[src/rtl/quad_pkg.sv]
// rtl/quad_pkg.sv - quadrature state encodings and transition classifier
package quad_pkg;

    localparam logic [1:0] QS_00 = 2'b00;
    localparam logic [1:0] QS_01 = 2'b01;
    localparam logic [1:0] QS_11 = 2'b11;
    localparam logic [1:0] QS_10 = 2'b10;

    localparam logic DIR_UP = 1'b1;
    localparam logic DIR_DN = 1'b0;

    // Position of a phase pair along the up cycle 00->10->11->01
    function automatic logic [1:0] quad_pos(input logic [1:0] s);
        case (s)
            QS_00:   quad_pos = 2'd0;
            QS_10:   quad_pos = 2'd1;
            QS_11:   quad_pos = 2'd2;
            default: quad_pos = 2'd3;
        endcase
    endfunction

    // Returns {legal, illegal, dir}; a half-cycle jump means both phases moved at once
    function automatic logic [2:0] quad_dir(input logic [1:0] prev, input logic [1:0] cur);
        logic [1:0] delta;
        delta = quad_pos(cur) - quad_pos(prev);
        case (delta)
            2'd1:    quad_dir = {1'b1, 1'b0, DIR_UP};
            2'd3:    quad_dir = {1'b1, 1'b0, DIR_DN};
            2'd2:    quad_dir = {1'b0, 1'b1, DIR_DN};
            default: quad_dir = 3'b000;
        endcase
    endfunction

endpackage

[src/rtl/quad_filter.sv]
// rtl/quad_filter.sv - synchroniser plus run-length glitch filter for one encoder phase
module quad_filter #(
    parameter int SYNC_STAGES = 2,
    parameter int FILTER_LEN  = 4
) (
    input  logic clk,
    input  logic reset,
    input  logic din,
    output logic dout,
    output logic stable
);

    localparam int RUN_W = (FILTER_LEN > 1) ? $clog2(FILTER_LEN) : 1;
    localparam logic [RUN_W-1:0] RUN_LAST = RUN_W'(FILTER_LEN - 1);

    logic [SYNC_STAGES-1:0] sync_q;
    logic [SYNC_STAGES-1:0] fill_q;
    logic [RUN_W-1:0]       run_q;
    logic                   synced;

    assign synced = sync_q[SYNC_STAGES-1];

    // fill_q marks when the synchroniser holds real pin samples rather than reset zeros
    always_ff @(posedge clk or posedge reset) begin
        if (reset) begin
            sync_q <= '0;
            fill_q <= '0;
            run_q  <= '0;
            dout   <= 1'b0;
        end else begin
            sync_q <= {sync_q[SYNC_STAGES-2:0], din};
            fill_q <= {fill_q[SYNC_STAGES-2:0], 1'b1};
            if (synced == dout) begin
                run_q <= '0;
            end else if (run_q == RUN_LAST) begin
                dout  <= synced;
                run_q <= '0;
            end else begin
                run_q <= run_q + RUN_W'(1);
            end
        end
    end

    assign stable = fill_q[SYNC_STAGES-1] && (synced == dout);

endmodule

[src/rtl/quadrature_decoder.sv]
// rtl/quadrature_decoder.sv - A/B quadrature decoder with step pulse, direction and position count
module quadrature_decoder #(
    parameter int CNT_WIDTH   = 16,
    parameter int SYNC_STAGES = 2,
    parameter int FILTER_LEN  = 4
) (
    input  logic                 clk,
    input  logic                 reset,
    input  logic                 enable,
    input  logic                 clear,
    input  logic                 err_clr,
    input  logic                 quad_a,
    input  logic                 quad_b,
    output logic                 step,
    output logic                 up_down,
    output logic [CNT_WIDTH-1:0] count,
    output logic                 err
);

    import quad_pkg::*;

    logic       a_f, b_f, a_stable, b_stable;
    logic       primed;
    logic [1:0] prev_state, cur_state;
    logic       legal, illegal, dir;

    quad_filter #(.SYNC_STAGES(SYNC_STAGES), .FILTER_LEN(FILTER_LEN)) u_filt_a (
        .clk(clk), .reset(reset), .din(quad_a), .dout(a_f), .stable(a_stable)
    );

    quad_filter #(.SYNC_STAGES(SYNC_STAGES), .FILTER_LEN(FILTER_LEN)) u_filt_b (
        .clk(clk), .reset(reset), .din(quad_b), .dout(b_f), .stable(b_stable)
    );

    assign cur_state = {a_f, b_f};
    assign {legal, illegal, dir} = quad_dir(prev_state, cur_state);

    // Until primed, prev_state is meaningless, so no step or err may be derived from it
    always_ff @(posedge clk or posedge reset) begin
        if (reset) begin
            primed     <= 1'b0;
            prev_state <= QS_00;
            step       <= 1'b0;
            up_down    <= DIR_UP;
            count      <= '0;
            err        <= 1'b0;
        end else begin
            step <= 1'b0;
            if (!primed) begin
                if (a_stable && b_stable) begin
                    primed     <= 1'b1;
                    prev_state <= cur_state;
                end
            end else begin
                prev_state <= cur_state;
                if (legal && enable) begin
                    step    <= 1'b1;
                    up_down <= dir;
                    count   <= (dir == DIR_UP) ? count + CNT_WIDTH'(1) : count - CNT_WIDTH'(1);
                end
            end
            if (clear) begin
                count <= '0;
            end
            if (primed && illegal) begin
                err <= 1'b1;
            end else if (err_clr) begin
                err <= 1'b0;
            end
        end
    end

endmodule

[config.mk]
export PLATFORM = sky130hd
export DESIGN_NAME = quadrature_decoder
export DESIGN_NICKNAME = d
export VERILOG_FILES = /design/src/rtl/quad_pkg.sv /design/src/rtl/quad_filter.sv /design/src/rtl/quadrature_decoder.sv
export SDC_FILE = /design/constraint.sdc
export NUM_CORES = 1
export LEC_CHECK = 0
export ABC_AREA = 1
export CORE_ASPECT_RATIO = 0.6
export CORE_UTILIZATION = 45
export DETAILED_ROUTE_END_ITERATION = 10
export GPL_ROUTABILITY_DRIVEN = 0
export HOLD_SLACK_MARGIN = 0.05
export PLACE_DENSITY = 0.77
export SETUP_SLACK_MARGIN = 0.05
export SLEW_MARGIN = 40
export SYNTH_ARGS = -nofsm -noshare
export SYNTH_HDL_FRONTEND = slang
export SYNTH_HIERARCHICAL = 1
export SYNTH_SLANG_ARGS = --single-unit
[constraint.sdc]
create_clock -name clk -period 2.7 [get_ports clk]
set_input_delay 0.27 -clock clk [delete_from_list [all_inputs] [get_ports clk]]
set_output_delay 0.27 -clock clk [all_outputs]
set_load 0.02 [all_outputs]
==> metrics.md, run 1 <==
| Metric | Value |
|---|---|
| Port bufs | `25` |
| Antenna viol nets, final | `0` |
| Largest net degree at the start of global routing | `23` |
| Die Height | `57.4 µm` |
| Top Ports | `26` |
| Most frequent cells in the layout | `nand2_1, dfrtp_1, inv_1, clkdlybuf4s50_1, nand2_2` |
| Core footprint | `0.00475 mm²` |
| GRT overflow | `0` |
| Crit-path leading delay family | `simple AND/OR/NAND/NOR gates` |
| Antenna violations before repair | `0` |
| H-tree Lvls | `2` |
| Wire length per cell | `around 17 µm` |
| Initial Utilization | `about half` |
| Worst Skew | `0.0128 ns` |
| Crit Path Max Fanout | `5` |
| Count of hold buffers inserted by post-cts repair | `0` |
| First-pass GRT wire length | `8.94 mm` |
| Failing checks | `setup timing` |
| Chip width | `94.4 µm` |
| Clock Sinks | `36` |
| Setup crit start kind | `flip-flop` |
| Number of global-route vias before repair | `1913` |
| Die Area | `0.00542 mm²` |
| Worst-Skew Late Latency | `0.30 ns` |
| Post-DP HPWL | `3.83 mm` |
| Crit path capture type | `flip-flop` |
| DP Worst Slack | `0.0231 ns` |
| Cells after synthesis | `300` |
| Period utilization | `102%` |
| Ant diodes | `0` |
| Slew margin rel. | `65.1%` |
| R2r worst-path depth | `17` |
| Slowest cell on crit path | `dfrtp_1` |
| Status | `complete, but fails checks` |
| Mapped Area | `0.00230 mm²` |
| GRT Overall Usage | `roughly 22%` |
| Final Hold Viols | `0` |
| Max_cap viols | `0` |
| Crit path time final | `2.77 ns` |
| CP peak stage delay | `0.42 ns` |
| Area grow syn2layout | `43.3%` |
| FP Rows | `19` |
| Req. time, crit path | `2.94 ns` |
| Root Driver | `clkbuf_8` |
| Vias per Instance | `5.62` |
| Setup violations, final | `5` |
| Cells after DPL | `391` |
| Crit Path Category | `reg -> reg` |
| Post-route DRC | `0` |
| Highest Clock Rate | `between 300 and 400 MHz` |
| Clock transition at the registers of the reported paths | `0.08 ns` |
| CTS tree | `built` |
| Worst Path Buf+Inv | `2` |
| CTS Buffer Depth | `2` |
| Mean Syn Cell Area | `7.68 µm²` |
| Commonest non-fill, non-tap cell in the layout | `nand2_1` |
| Synthesized Nets | `331` |
| Most used cell along the critical path | `nand2_2` |
| Final setup margin | `-0.0656 ns` |
| Cells along the critical path | `buf_4 > ha_1 > nor2_1 > nand2_2 > nand3_2 > nand3_4 > clkbuf_16 > fa_2 > nand3_2 > nand2_2 > nand2_1 > nand2_2 > nand2_2 > nand2_2 > nand2_1 > nand2_1 > o21ai_2` |
| Final wirelength | `between 6 and 7 mm` |
| Count of warnings emitted by yosys | `6` |
| Drt pass-1 iters | `7` |
| Crit path DAT | `~3.0 ns` |
| Slew @ Worst Pin | `0.523 ns` |
| Register area share after synthesis | `between 30% and 40%` |
| Layout cells sized above 1 | `between 30% and 40%` |
| Number of max-slew violations in the final report | `0` |
| Yosys reg bits | `36` |
| Number of CTS-inserted buffers | `5` |
| Nets@finish | `375` |
| WP depth | `17` |
| Setup_tns | `-0.181 ns` |
| Setup slack, reg-to-reg | `-0.07 ns` |
| Unrepaired setup endpoints after global routing | `yes` |
| Distinct cell type count after synthesis | `32` |
| Hold Crit Class | `in -> async` |
| Post-Layout Cell Count | `408` |
| Vias | `2291` |
| DR iter-0 viols | `196` |
what timing repair did:
item                                    4_1_cts  5_1_grt
endpoints found under the setup margin        8       11
gates cloned                                  0        3
resized for setup                            15       62
pin swaps                                     0       25
setup buffers                                 0        6
worst reg2reg max path, delay by kind of cell (launching register included):
| kind | cells | cell delay, ns |
|---|---|---|
| compound gates | 1 | 0.13 |
| fa+ha+maj | 2 | 0.60 |
| buf+inv | 2 | 0.38 |
| simple gates | 12 | 1.15 |
| flops | 1 | 0.42 |
cells by family after synthesis:
family	Yosys count	synth area share [%]
mux	1	0.489
xor+xnor	1	0.380
fa+ha+maj	24	13.4
buf+inv	44	7.49
other cells	2	0.326
flops	36	39.1
simple gates	150	28.4
compound gates	42	10.4
synth_stat cells (all sizes together):
master	number	area share (%)
a21boi	1	0.33
a21o	1	0.33
a21oi	17	3.9
a22o	1	0.38
buf	1	0.49
conb	2	0.33
dfrtp	35	38
dfstp	1	1.1
fa	1	0.87
ha	23	12
inv	43	7.0
mux2	1	0.49
nand2	105	18
nand3	16	3.9
nand3b	1	0.33
nand4	2	0.54
nor2	22	4.7
nor3	2	0.65
o21ai	20	4.8
o21bai	2	0.65
or2	2	0.54
xnor2	1	0.38
final timing paths:
check / start / end
max in group asynchronous: reset / count[13]
min in group clk: u_filt_b/sync_q[0] / u_filt_b/sync_q[1]
min reg2reg: u_filt_b/sync_q[0] / u_filt_b/sync_q[1]
min: reset / u_filt_b/sync_q[1]
max reg2reg: u_filt_b/dout / count[10]
max: u_filt_b/dout / count[10]
per-layer routing:
metal / routed length [µm] / up-vias / GRT usage [%]
li1: - / 1042 / -
met1: 2970 / 1095 / 32.1
met2: 3260 / 130 / 31.6
met3: 617 / 24 / 5.20
met4: 135 / 0 / 9.45
met5: 0 / - / 0
through the flow:
step	hold WS, ns	util [%]	cell area [µm²]
2_1_floorplan	0.0734	-	2310
3_3_place_gp	0.332	56.2	2670
3_5_place_dp	0.336	56.2	2670
4_1_cts	0.278	60.6	2880
5_1_grt	0.301	69.4	3300
6_report	0.271	69.4	3300
layout make-up:
type                       count  area, µm²
sequential                    36        902
inverter                      43        164
tap                           63       78.8
clock inverter                 3       46.3
fill                         311       1450
timing repair buffer          38        399
multi-input combinational    220       1640
clock buffer                   5       68.8
sequential cells by signal, indices dropped and copies added (netlist names):
name             count
step                 1
prev_state           2
count               16
u_filt_b/fill_q      2
u_filt_a/sync_q      2
u_filt_b/dout        1
u_filt_a/dout        1
u_filt_a/run_q       2
primed               1
err                  1
up_down              1
u_filt_a/fill_q      2
u_filt_b/run_q       2
u_filt_b/sync_q      2
Power of run 1 is not shown: default switching activity piles up to over one toggle a cycle in this logic, so the estimate is an artifact.
==> inputs of run 2 (changes only) <==
Settings changed: SLEW_MARGIN 40 to not set.
==> run 2 against run 1 <==
The run still ends with setup timing left. Maximum frequency decreased by 0.74%. Setup slack got worse by 0.021 ns. Non-clock buffer count up 1. Cell area up 1.6%. Register-to-register slack worse by 0.02 ns. Worst hold slack worse by 0.0024 ns. Wire length grew 6.9%. Utilization up 1.1 points. Critical endpoint is now count[14]. First-iteration DRC count increased by 40%. Largest cell class unchanged.
==> metrics.md, run 2 (synthesis results as in run 1) <==
| Metric | Value |
|---|---|
| Status | `complete, but fails checks (unchanged)` |
| Most frequent cells in the layout | `nand2_1, inv_1, dfrtp_1, clkdlybuf4s50_1 (was nand2_1, dfrtp_1, inv_1, clkdlybuf4s50_1, nand2_2)` |
| Chip width | `94.4 µm (unchanged)` |
| Clock transition at the registers of the reported paths | `0.08 ns (about the same)` |
| Number of global-route vias before repair | `1874 (was 1913)` |
| RR Startpoint | `u_filt_b/dout (unchanged)` |
| Clock Sinks | `36 (unchanged)` |
| FP Rows | `19 (unchanged)` |
| CP Launch Point | `u_filt_b/dout (unchanged)` |
| Commonest non-fill, non-tap cell in the layout | `nand2_1 (unchanged)` |
| Worst Skew | `0.00761 ns (was 0.0128 ns)` |
| Setup crit start kind | `flip-flop (unchanged)` |
| GRT overflow | `0 (unchanged)` |
| Crit path DAT | `3.00 ns (about the same)` |
| Highest Clock Rate | `359 MHz (was 362 MHz)` |
| Slew margin rel. | `37.5% (was 65.1%)` |
| Crit Path Category | `reg -> reg (unchanged)` |
| Top Ports | `26 (unchanged)` |
| Largest net degree at the start of global routing | `23 (unchanged)` |
| Req. time, crit path | `2.91 ns (was 2.94 ns)` |
| Setup_tns | `-0.147 ns (was -0.181 ns)` |
| Initial Utilization | `48.5% (unchanged)` |
| Setup violations, final | `3 (was 5)` |
| Post-Layout Cell Count | `409 (was 408)` |
| Final Hold Viols | `0 (unchanged)` |
| Number of max-slew violations in the final report | `0 (unchanged)` |
| Antenna violations before repair | `0 (unchanged)` |
| Top reg by flops | `count (unchanged)` |
| Core footprint | `0.00475 mm² (unchanged)` |
| Post-route DRC | `0 (unchanged)` |
| Crit path time final | `2.79 ns (was 2.77 ns)` |
| GRT Overall Usage | `22.5% (was 22.2%)` |
| Nets@finish | `376 (was 375)` |
| Crit Path Max Fanout | `6 (was 5)` |
| Max_cap viols | `0 (unchanged)` |
| Failing checks | `setup timing (unchanged)` |
| Unrepaired setup endpoints after global routing | `yes (unchanged)` |
| Ant diodes | `0 (unchanged)` |
| CTS Buffer Depth | `2 (unchanged)` |
| Final setup margin | `-0.0863 ns (was -0.0656 ns)` |
| Worst-Skew Late Latency | `0.32 ns (was 0.30 ns)` |
| Die Area | `0.00542 mm² (unchanged)` |
| Wire length per cell | `18.2 µm (was 17.1 µm)` |
| CTS tree | `built (unchanged)` |
| Post-DP HPWL | `3.82 mm (was 3.83 mm)` |
| Count of hold buffers inserted by post-cts repair | `0 (unchanged)` |
| Final Util | `70.6% (was 69.4%)` |
| Hold Crit Class | `in -> async (unchanged)` |
| H-tree Lvls | `2 (unchanged)` |
| First-pass GRT wire length | `8.91 mm (was 8.94 mm)` |
| Area grow syn2layout | `45.6% (was 43.3%)` |
| Crit path capture type | `flip-flop (unchanged)` |
| Port bufs | `25 (unchanged)` |
| Period utilization | `103% (was 102%)` |
| Layout cells sized above 1 | `32.7% (was 31.0%)` |
| Max FFs per register | `16 (unchanged)` |
| Filler instances | `313 (was 311)` |
| Root Driver | `clkbuf_8 (unchanged)` |
| Antenna viol nets, final | `0 (unchanged)` |
| Final wirelength | `7.46 mm (was 6.98 mm)` |
| Vias | `2349 (was 2291)` |
| Vias per Instance | `5.74 (was 5.62)` |
| Die Height | `57.4 µm (unchanged)` |
| Cells after DPL | `391 (unchanged)` |
| Setup slack, reg-to-reg | `-0.09 ns (was -0.07 ns)` |
| DP Worst Slack | `0.0198 ns (was 0.0231 ns)` |
| Drt pass-1 iters | `7 (unchanged)` |
| Number of CTS-inserted buffers | `5 (unchanged)` |
| DR iter-0 viols | `275 (was 196)` |
| Slew @ Worst Pin | `0.937 ns (was 0.523 ns)` |
-- run 2: cell types whose count changed in the layout (fill, tap and decap cells not counted), sizes merged --
cell,change
buf,+1
-- run 2: layout make-up --
| class | instances | area (µm²) | area share, % |
|---|---|---|---|
| clock inverters | 3 | 46.3 | 1.38 |
| multi-input cells | 220 | 1690 | 50.3 |
| well taps | 63 | 78.8 | 2.35 |
| flip-flops and latches | 36 | 902 | 26.9 |
| clock buffers | 5 | 68.8 | 2.05 |
| inverters | 43 | 164 | 4.88 |
| repair buffers | 39 | 407 | 12.1 |
-- run 2: final timing paths --
kind | to | depth (start not counted)
min in group clk | u_filt_b/sync_q[1] | 0
setup reg to reg | count[14] | 15
hold reg to reg | u_filt_b/sync_q[1] | 0
max in group asynchronous | prev_state[0] | 2
setup / recovery | count[14] | 15
hold / removal | u_filt_b/sync_q[1] | 2
-- run 2: layer usage --
metal | track usage (%) | vias to the layer above | share of wire (%)
li1 | - | 1039 | -
met1 | 31.3 | 1100 | 41
met2 | 32.9 | 166 | 44
met3 | 6.80 | 44 | 10
met4 | 8.35 | 0 | 4.2
met5 | 0 | - | 0
-- run 2: per-stage QoR --
stage / hold slack (ns) / cell area [µm²]
after floorplan: 0.0734 / 2310
after global placement: 0.332 / 2670
after detailed placement: 0.336 / 2670
after CTS: 0.244 / 2860
after global routing: 0.309 / 3360
final: 0.268 / 3360
-- run 2: critical path: stages (launching register included) --
cell	delay, ns
dfrtp_1	0.43
buf_4	0.18
ha_2	0.19
o21ai_2	0.18
buf_4	0.15
nand3_4	0.08
nand3_4	0.16
clkbuf_16	0.18
ha_4	0.23
nand2_1	0.08
nand2_1	0.08
o21bai_1	0.19
a21oi_1	0.23
nand3_1	0.12
nand3_1	0.14
nand2_1	0.06
-- run 2: what timing repair did --
item | in CTS | in global routing
pin swaps | 0 | 23
gates cloned | 0 | 3
setup buffers | 0 | 7
resized for setup | 13 | 75
endpoints found under the setup margin | 7 | 12
endpoints found under the hold margin | 0 | 0
Power of run 2 is left out for the same reason.
